## config.mk

```make
export PLATFORM = sky130hd
export DESIGN_NAME = da2_req_arbiter
export DESIGN_NICKNAME = d
export VERILOG_FILES = /design/src/rtl/da2_req_arbiter.sv
export SDC_FILE = /design/constraint.sdc
export NUM_CORES = 1
export LEC_CHECK = 0
export ABC_AREA = 1
export CAP_MARGIN = 20
export CORE_UTILIZATION = 52
export DETAILED_ROUTE_END_ITERATION = 12
export GPL_TIMING_DRIVEN = 1
export PLACE_DENSITY = 0.86
export RECOVER_POWER = 25
export SETUP_SLACK_MARGIN = 0.4
export SLEW_MARGIN = 25
export SYNTH_ARGS = -nofsm -noshare
export SYNTH_HDL_FRONTEND = slang
export SYNTH_SLANG_ARGS = --single-unit
```

## constraint.sdc

```tcl
create_clock -name clk -period 3.9 [get_ports clk]
set_clock_uncertainty 0.1 [all_clocks]
set_input_delay 0.975 -clock clk [delete_from_list [all_inputs] [get_ports clk]]
set_output_delay 0.975 -clock clk [all_outputs]
set_load 0.1 [all_outputs]
```

## src/rtl/da2_req_arbiter.sv

```systemverilog
// da2_req_arbiter: round-robin arbiter sharing one Pmod DA2 serial interface
// between two 12-bit sample requesters. Tracks each frame through the da2
// SYNC line, enforces an inter-frame gap and aborts hung transfers.
module da2_req_arbiter #(
   parameter int unsigned GAP_CYC     = 2,
   parameter int unsigned TIMEOUT_CYC = 1024
) (
   input  logic        clk,
   input  logic        rst,
   input  logic        req_a_valid,
   input  logic [11:0] req_a_val,
   output logic        req_a_ack,
   input  logic        req_b_valid,
   input  logic [11:0] req_b_val,
   output logic        req_b_ack,
   input  logic        dac_sync,
   output logic        dac_update,
   output logic [11:0] dac_val,
   output logic [1:0]  dac_sel,
   output logic        busy,
   output logic        err_timeout,
   input  logic        err_clr
);

   // One counter serves both the timeout watchdog and the gap timer; they
   // are never active in the same state.
   localparam int unsigned CNT_MAX = (TIMEOUT_CYC > GAP_CYC) ? TIMEOUT_CYC : GAP_CYC;
   localparam int unsigned CW      = $clog2(CNT_MAX + 1);
   localparam logic [CW-1:0] TO_LAST  = CW'(TIMEOUT_CYC - 1);
   localparam logic [CW-1:0] GAP_LAST = CW'(GAP_CYC - 1);

   typedef enum logic [2:0] {
      ST_IDLE,
      ST_ISSUE,
      ST_WAIT_START,
      ST_WAIT_DONE,
      ST_GAP
   } state_t;

   state_t        state, state_n;
   logic [CW-1:0] cnt, cnt_n;
   logic          last_b;
   logic          grant;
   logic          win_b;
   logic          to_hit;

   // Next-state logic: arbitration in IDLE, SYNC tracking, watchdog and gap timing
   always_comb begin
      state_n = state;
      cnt_n   = cnt;
      grant   = 1'b0;
      win_b   = 1'b0;
      to_hit  = 1'b0;
      case (state)
         ST_IDLE: begin
            if (req_a_valid || req_b_valid) begin
               grant   = 1'b1;
               // B wins when it is the only requester, or on contention when A went last
               win_b   = req_b_valid && (!req_a_valid || !last_b);
               state_n = ST_ISSUE;
            end
         end
         ST_ISSUE: begin
            cnt_n   = '0;
            state_n = ST_WAIT_START;
         end
         ST_WAIT_START: begin
            if (!dac_sync) begin
               cnt_n   = '0;
               state_n = ST_WAIT_DONE;
            end else if (cnt == TO_LAST) begin
               cnt_n   = '0;
               to_hit  = 1'b1;
               state_n = ST_IDLE;
            end else begin
               cnt_n = cnt + CW'(1);
            end
         end
         ST_WAIT_DONE: begin
            if (dac_sync) begin
               cnt_n   = '0;
               state_n = (GAP_CYC == 0) ? ST_IDLE : ST_GAP;
            end else if (cnt == TO_LAST) begin
               cnt_n   = '0;
               to_hit  = 1'b1;
               state_n = ST_IDLE;
            end else begin
               cnt_n = cnt + CW'(1);
            end
         end
         ST_GAP: begin
            if (cnt == GAP_LAST) begin
               cnt_n   = '0;
               state_n = ST_IDLE;
            end else begin
               cnt_n = cnt + CW'(1);
            end
         end
         default: begin
            cnt_n   = '0;
            state_n = ST_IDLE;
         end
      endcase
   end

   // State and shared counter register
   always_ff @(posedge clk or posedge rst) begin
      if (rst) begin
         state <= ST_IDLE;
         cnt   <= '0;
      end else begin
         state <= state_n;
         cnt   <= cnt_n;
      end
   end

   // Captured sample, channel select and round-robin pointer; change only on a grant
   always_ff @(posedge clk or posedge rst) begin
      if (rst) begin
         dac_val <= '0;
         dac_sel <= 2'b00;
         last_b  <= 1'b1;
      end else if (grant) begin
         dac_val <= win_b ? req_b_val : req_a_val;
         dac_sel <= win_b ? 2'b10 : 2'b01;
         last_b  <= win_b;
      end
   end

   // Sticky timeout flag; a new timeout takes priority over a clear
   always_ff @(posedge clk or posedge rst) begin
      if (rst) begin
         err_timeout <= 1'b0;
      end else if (to_hit) begin
         err_timeout <= 1'b1;
      end else if (err_clr) begin
         err_timeout <= 1'b0;
      end
   end

   // Strobes and status decoded from the state
   always_comb begin
      dac_update = (state == ST_ISSUE);
      req_a_ack  = dac_update && dac_sel[0];
      req_b_ack  = dac_update && dac_sel[1];
      busy       = (state != ST_IDLE);
   end

endmodule

```

* Yosys cells after proc, flatten, opt, wreduce, memory -nomap -nowiden
Index checks and enable logic that the tools add are counted.
Operators by class: add/sub/neg operators 1, $mul 0, divide/modulo/power cells 0, magnitude comparators 0, eq/ne operators 8, shift-type cells 0, mux-type cells 23, bitwise operators 0, reduce and logical (&&, ||, !) cells 11
Operator list (count):
- 11-bit 2-to-1 mux | 4
- 11-bit one-hot mux with 4 select lines | 1
- 3-bit 2-to-1 mux | 5
- 3-bit one-hot mux with 5 select lines | 1
- 12-bit 2-to-1 mux | 1
- 11-bit by 1-bit adder with 11-bit output (second input constant) | 1
- 11-bit by 1-bit equality test with 1-bit output (second input constant) | 1
- 11-bit by 10-bit equality test with 1-bit output (second input constant) | 1
- 1-bit 2-to-1 mux | 9
- 3-bit by 2-bit equality test with 1-bit output (second input constant) | 2
- 2-bit inequality test (second input constant) | 2
- 3-bit by 1-bit equality test with 1-bit output (second input constant) | 1
- 3-bit equality test (second input constant) | 1
- 1-bit logical AND | 3
- 3-bit zero test | 1
- 3-bit nonzero test | 1
- 1-bit zero test | 2
- 1-bit logical OR | 2
- 2-bit 2-to-1 mux | 1
- 1-bit one-hot mux with 2 select lines | 1
- 2-bit AND reduction | 1
- 2-bit nonzero test | 1
Storage, ports and cells: register bits 30, bits in latches 0, memory bits (writable) 0, bits in read-only memories 0, input bits 30, memories 0

* Longest topological paths before layout
Gate-level depths: netlist of the first run.
word-level depth 6, gate-level depth with buffers 10

* Worst setup path after synthesis of the first run
No wires, ideal clock.
path type register -> output, from register state[0], to output req_a_ack, arrival time 4205 ps, path slack -1380 ps, stages on the path, launching flop included 5, buffers on the path 0, cell sequence dfrtp_1 > inv_1 > nor3_1 > inv_1 > nor2_1
Between the ends: longest elaborated chain between the ends 2
RTL lines:
- from (decl) | line 40 | state_t state, state_n;
- from (signal assigned) | line 112 | state <= state_n;
- 3-bit by 1-bit equality test with 1-bit output | line 143 | dac_update = (state == ST_ISSUE);
- via dac_update | line 17 | output logic dac_update,
- 1-bit logical AND | line 144 | req_a_ack = dac_update && dac_sel[0];
- to (decl) | line 12 | output logic req_a_ack,
The timed path passes the listed nets, and every way through them passes these cells.

* Worst setup path in the final report of the first run
from register dac_val[9], to output dac_val[9]
RTL lines:
- from (decl) | line 18 | output logic [11:0] dac_val,
- from (signal assigned) | line 124 | dac_val <= win_b ? req_b_val : req_a_val;
No word-level cell between the ends.

==> results.py, run 1 <==
metrics = {
    "drt": {
        "drt-met1-wl_mm": 1.884,
        "top_layer": "met4",
        "drtIter0Drc": 87,
        "firstDrtPassIters": 4,
        "drc": 0,
        "wl_met3_um": 183,
        "num_vias": 1576,
        "ant_nets": 0,
        "met2_length_mm": 1.809,
        "vias_per_cell": 5.084,
        "finalWirelength_mm": 3.974,
        "avgRoutedWirePerCell_um": 12.82,
    },
    "power": {
        "switching_share": 0.6037,
        "p_leak_nw": 1.073,
        "vdd_drop_max_mv": 0.4545,
        "p_per_area_mw_per_mm2": 908.2,
        "p_switching_w": 0.001281,
        "cell_internal_pwr_w": 0.0008407,
        "total_power_w": 0.002122,
        "pwr-share-clk": 0.093,
        "p_comb_frac": 0.674,
        "p_seq_frac": 0.233,
    },
    "placed_design": {
        "place_congestion": 0.8834,
        "io_buffer_count": 48,
        "dp_cells": 302,
        "dp_hpwl_mm": 2.891,
        "placed_area_mm2": 0.002276,
    },
    "worst_hold_path": {
        "min_path_type": "flop to flop",
        "worstHoldPathCells": 2,
        "hold_start": "dac_val[1]$_DFFE_PP0P_",
        "min_to": "dac_val[1]$_DFFE_PP0P_",
    },
    "layout": {
        "fin_nets": 297,
        "drive_above_1_share": 0.2293,
        "fin_util": 0.7409,
        "layoutNonFillerInstCount": 310,
        "diodes": 0,
        "layout-area-overhead-vs-synth_pct": 31.11,
        "design_area_mm2": 0.002336,
    },
    "run": {
        "max_cap_viol_count": 1,
    },
    "floorplanning": {
        "io_pins": 49,
        "core_mm2": 0.003153,
        "dieArea_mm2": 0.003664,
        "die_h_um": 60.54,
        "start_util": 0.5651,
        "num_rows": 20,
        "die_x_um": 60.54,
    },
    "cts": {
        "clock_latency_ns": 0.34,
        "postCtsResizedCells": 0,
        "cts_tree": "done",
        "ctsHoldBuffers": 0,
        "cts_max_level": 2,
        "clockRootBuffer": "clkbuf_4",
        "clockBufferDepth": 2,
        "clk_pin_slew_ns": 0.10,
        "numClockSinks": 30,
        "cts_buffers": 5,
        "post_cts_buffers": 0,
    },
    "sta": {
        "worst_pin_slew_ns": 1.584,
        "setup-violations-final": 0,
        "min_period_over_period": 0.7538,
        "min_period_ns": 2.940,
        "hold_viol": 0,
        "max_freq_mhz": 340.2,
        "fin_tns_setup_ns": 0,
        "rsz0062_at_grt": "false",
        "slew_headroom": -0.05623,
        "slew_viol_final": 31,
    },
    "setup_path": {
        "worstSetupStartpointType": "flop",
        "slowest_stage": "clkdlybuf4s50_1",
        "crit_path_end_kind": "output pin",
        "arrival_ns": 1.86,
        "r2r_setup_slack_ns": 2.10,
        "r2r_end": "dac_val[6]$_DFFE_PP0P_",
        "cp_top_family": "buffers and inverters",
        "rr_worst_depth": 6,
        "worstPathMaxFanout": 2,
        "cp_cell_sequence": "clkdlybuf4s50_1",
        "path_class": "flop to output pin",
        "crit-reg2reg-launch": "state[1]$_DFFE_PP0P_",
        "critPathRequiredTime_ns": 2.82,
        "path_buf_inv": 1,
        "slowest_delay_ns": 1.15,
    },
    "run_status": {
        "failed_checks": "max-capacitance violations, max-slew violations",
        "status": "finished, violations left",
    },
    "synthesis": {
        "yosys_register_bits": 30,
        "synthDistinctLibCells": 31,
        "synth_nets": 246,
        "yosysWarnings": 0,
        "synth.mux.area_fraction": 0,
        "synth_fa_ha_area_frac": 0.01404,
        "synth_top_family_by_area": "simple AND/OR/NAND/NOR gates",
        "syn_avg_cell_area_um2": 8.326,
        "synth_compound_area_frac": 0.1517,
        "synthSimpleGateAreaFrac": 0.2978,
        "ys_seq_area_frac": 0.4221,
        "synth.cell_area_mm2": 0.001782,
        "synth_xor_xnor_area_share": 0.01966,
        "syn_inst": 214,
    },
    "grt": {
        "grt_use_total": 0.2562,
        "grt_pass1_vias": 1495,
        "grt_max_degree": 31,
        "antenna_found_initial": 0,
        "gr-total-overflow": 0,
        "grt_first_pass_wirelength_mm": 6.693,
    },
}
-- sequential cells by signal, indices dropped and copies added, names as in the netlist --
register,cells
dac_sel,2
last_b,1
err_timeout,1
state,3
dac_val,12
cnt,11
-- cell usage after synthesis (all sizes together) --
library cell	count	share of area
a21boi	1	0.0063
a21oi	3	0.011
a31oi	1	0.0035
buf	5	0.031
dfrtp	29	0.41
dfstp	1	0.015
ha	2	0.014
inv	29	0.064
nand2	51	0.12
nand3	12	0.049
nand4	5	0.018
nor2	36	0.098
nor3	2	0.0056
nor3b	1	0.0042
o21a	1	0.0042
o21ai	31	0.13
xor2	4	0.020
-- area by class of cell --
cell class,count,area [um^2]
tap,44,55.05
clock buffer,6,51.30
multi-input combinational,150,877.1
sequential,30,752.0
clock inverter,2,12.51
inverter,29,113.9
fill,244,817.0
timing repair buffer,49,474.2
-- per-layer routing --
metal / global-route usage / vias to the layer above
li1: - / 783
met1: 0.3506 / 738
met2: 0.3768 / 45
met3: 0.07463 / 10
met4: 0.1169 / 0
met5: 0 / -
-- power by group through the flow --
| stage | Combinational (W) | Clock, W | Sequential [W] |
|---|---|---|---|
| after detailed placement | 0.00143 | 0 | 0.000498 |
| after global routing | 0.00151 | 0.000216 | 0.000507 |
| after floorplan | 0.000651 | 0 | 0.00101 |
| after CTS | 0.00143 | 0.000204 | 0.000494 |
| after global placement | 0.00141 | 0 | 0.000497 |
| final | 0.00143 | 0.000197 | 0.000495 |
-- per-stage QoR --
step	setup WS (ns)	hold slack, ns
2_1_floorplan	0.4823	0.3511
3_5_place_dp	1.322	0.3684
4_1_cts	0.9520	0.3890
6_report	0.9601	0.3892
5_1_grt	0.9035	0.4022
3_3_place_gp	1.342	0.3647
-- logic make-up after synthesis --
kind of cell,count (synthesis)
XOR/XNOR,4
adder cells (fa/ha/maj),2
flip-flops,30
AO/OA/AOI/OAI,37
buffers and inverters,34
AND/OR/NAND/NOR,107
-- worst max path at each step --
stage	start	cells after the start	endpoint
4_1_cts	dac_val[10]$_DFFE_PP0P_	1	dac_val[10]
5_1_grt	dac_val[10]$_DFFE_PP0P_	1	dac_val[10]
2_1_floorplan	state[0]$_DFFE_PP0P_	4	req_a_ack
3_3_place_gp	dac_val[9]$_DFFE_PP0P_	1	dac_val[9]
6_report	dac_val[9]$_DFFE_PP0P_	1	dac_val[9]
3_5_place_dp	req_a_valid	6	dac_val[9]$_DFFE_PP0P_
-- placed cells by master, fill, tap and decap left out --
| cell type | n |
|---|---|
| nor2_2 | 6 |
| nand3_1 | 8 |
| a21boi_2 | 1 |
| o21ai_2 | 19 |
| clkinvlp_4 | 1 |
| dfrtp_1 | 29 |
| nand2_2 | 5 |
| nand4_1 | 5 |
| clkbuf_4 | 5 |
| clkinv_2 | 1 |
| nor3b_1 | 1 |
| nor3_4 | 1 |
| a21oi_2 | 1 |
| a31oi_1 | 1 |
| nand2_1 | 44 |
| xor2_1 | 4 |
| inv_4 | 2 |
| nand3_4 | 1 |
| inv_2 | 3 |
| dlygate4sd3_1 | 1 |
| nor2_1 | 26 |
| clkbuf_1 | 1 |
| clkdlybuf4s50_1 | 43 |
| nor3_1 | 1 |
| buf_4 | 4 |
| nand3_2 | 3 |
| o21a_1 | 1 |
| a21oi_1 | 2 |
| nor2_4 | 4 |
| ha_1 | 2 |
| inv_1 | 24 |
| dfstp_2 | 1 |
| o21ai_1 | 3 |
| nand2_4 | 2 |
| o21ai_0 | 9 |
| clkbuf_8 | 1 |
(Power assumes the default switching activity.)
==> run 2, diff against run 1 <==
--- a/config.mk
+++ b/config.mk
@@ -7,10 +7,10 @@
 export LEC_CHECK = 0
 export ABC_AREA = 1
 export CAP_MARGIN = 20
-export CORE_UTILIZATION = 52
+export CORE_UTILIZATION = 43
 export DETAILED_ROUTE_END_ITERATION = 12
 export GPL_TIMING_DRIVEN = 1
-export PLACE_DENSITY = 0.86
+export PLACE_DENSITY = 0.76
 export RECOVER_POWER = 25
 export SETUP_SLACK_MARGIN = 0.4
 export SLEW_MARGIN = 25
==> constraint.sdc (replaced) <==
create_clock -name clk -period 2.7 [get_ports clk]
set_clock_uncertainty 0.1 [all_clocks]
set_input_delay 0.675 -clock clk [delete_from_list [all_inputs] [get_ports clk]]
set_output_delay 0.675 -clock clk [all_outputs]
set_load 0.1 [all_outputs]
==> run 2 against run 1 <==
  * The run now ends clean
  * Clock power rose to 2.9 times the previous value
  * Register-to-register slack worse by 1.1 ns
  * Die area up 20%
  * Core utilization down 13 points
  * Power up 58%
  * Via count down 4.3%
  * Largest cell class unchanged
==> results.py, run 2 (synthesized netlist as in run 1, its figures left out) <==
metrics = {
    "run_status": {
        "status": "completed",
    },
    "placed_design": {
        "dp_cells": 309,
        "dp_hpwl_mm": 2.819,
        "io_buffer_count": 48,
        "place_congestion": 0.8329,
    },
    "drt": {
        "drc": 0,
        "vias_per_cell": 4.757,
        "drtIter0Drc": 79,
        "num_vias": 1508,
        "ant_nets": 0,
        "avgRoutedWirePerCell_um": 11.49,
        "finalWirelength_mm": 3.642,
        "firstDrtPassIters": 4,
    },
    "sta": {
        "slew_viol_final": 0,
        "min_period_over_period": 0.8108,
        "hold_viol": 0,
        "fin_tns_setup_ns": 0,
        "timing.hold.ws_ns": 0.3761,
        "setup-violations-final": 0,
        "min_period_ns": 2.189,
        "rsz0062_at_grt": "false",
        "slew_headroom": 0.5145,
        "max_freq_mhz": 456.8,
        "worst_pin_slew_ns": 0.7283,
    },
    "power": {
        "p_leak_nw": 1.142,
        "total_power_w": 0.003360,
        "vdd_drop_max_mv": 0.9481,
        "p_per_area_mw_per_mm2": 1383,
    },
    "layout": {
        "diodes": 0,
        "largest_reg_flops": 12,
        "fin_nets": 298,
        "final_common_cell": "nand2_1",
        "fin_util": 0.6071,
        "drive_above_1_share": 0.2996,
        "top_register": "dac_val",
        "layoutNonFillerInstCount": 317,
        "layout-area-overhead-vs-synth_pct": 36.31,
        "final_cell_mix": "nand2_1 (44), dfrtp_1 (29), clkdlybuf4s50_1 (28)",
        "reg.largest.list": "dac_val: 12 flops, cnt: 11 flops, state: 3 flops",
    },
    "setup_path": {
        "slowest_delay_ns": 0.44,
        "crit_path_end_kind": "output pin",
        "cp_top_family": "flip-flops",
        "arrival_ns": 1.41,
        "cp_cell_sequence": "inv_2, nor3_4, inv_2, nor2_4, buf_12",
        "worstSetupStartpointType": "flop",
        "path_buf_inv": 3,
        "worstPathMaxFanout": 5,
        "path_class": "flop to output pin",
        "cp_common_cell": "inv_2",
        "critPathRequiredTime_ns": 1.92,
        "slowest_stage": "dfrtp_1",
    },
    "grt": {
        "antenna_found_initial": 0,
        "gr-total-overflow": 0,
        "grt_pass1_vias": 1418,
        "grt_use_total": 0.1908,
        "grt_max_degree": 31,
        "grt_first_pass_wirelength_mm": 6.292,
    },
    "cts": {
        "clk_pin_slew_ns": 0.06,
        "numClockSinks": 30,
        "clockBufferDepth": 2,
        "cts_max_level": 2,
        "post_cts_buffers": 0,
        "cts_buffers": 5,
        "clockRootBuffer": "clkbuf_8",
        "postCtsResizedCells": 0,
        "cts_tree": "done",
        "ctsHoldBuffers": 0,
        "clock_latency_ns": 0.29,
    },
    "floorplanning": {
        "start_util": 0.4454,
        "num_rows": 23,
        "dieArea_mm2": 0.004405,
        "die_x_um": 66.37,
        "core_mm2": 0.004000,
        "io_pins": 49,
        "die_h_um": 66.37,
    },
    "worst_hold_path": {
        "min_path_type": "flop to flop",
    },
    "run": {
        "max_cap_viol_count": 0,
    },
}
-- run 2: cell type report --
type                       instances  area, um^2
sequential                        30       752.0
multi-input combinational        150       887.1
timing repair buffer              50       470.5
inverter                          29       113.9
clock buffer                       6       82.58
tap                               50       62.56
clock inverter                     2       60.06
fill                             365        1572
-- run 2: metrics by stage --
step           setup WS, ns  area, um^2
3_3_place_gp         0.6249        2288
2_1_floorplan       -0.1062        1808
5_1_grt              0.4078        2429
3_5_place_dp         0.5391        2288
4_1_cts              0.4890        2431
6_report             0.5109        2429
-- run 2: worst paths after layout --
| kind | start | depth (start not counted) | end | slack, ns |
|---|---|---|---|---|
| max | state[0]$_DFFE_PP0P_ | 5 | req_a_ack | 0.51 |
| min | last_b$_DFFE_PP1P_ | 2 | last_b$_DFFE_PP1P_ | 0.38 |
| max reg2reg | state[1]$_DFFE_PP0P_ | 7 | dac_val[9]$_DFFE_PP0P_ | 1.02 |
| min reg2reg | last_b$_DFFE_PP1P_ | 2 | last_b$_DFFE_PP1P_ | 0.38 |
| max in group asynchronous | rst | 3 | cnt[5]$_DFFE_PP0N_ | 1.10 |
| min in group asynchronous | rst | 3 | dac_val[2]$_DFFE_PP0P_ | 0.94 |
-- run 2: power by group --
group	switching, W	total (W)	internal (W)
registers	0.000108	0.000714	0.000606
clock network	0.000173	0.000566	0.000393
logic	0.00159	0.00208	0.000494
-- run 2: routing by layer --
metal  GRT usage  share of wire  up-vias
met3     0.05345          0.048        5
met2      0.3112           0.48       36
met1      0.2443           0.46      685
met4     0.05585          0.015        0
met5           0              0        -
li1            -              -      782
-- run 2: tightest hold or removal path: cells and delay by family (launching register included) --
| kind | cells | cell delay, ns |
|---|---|---|
| AND/OR/NAND/NOR | 2 | 0.10 |
| flip-flops | 1 | 0.37 |
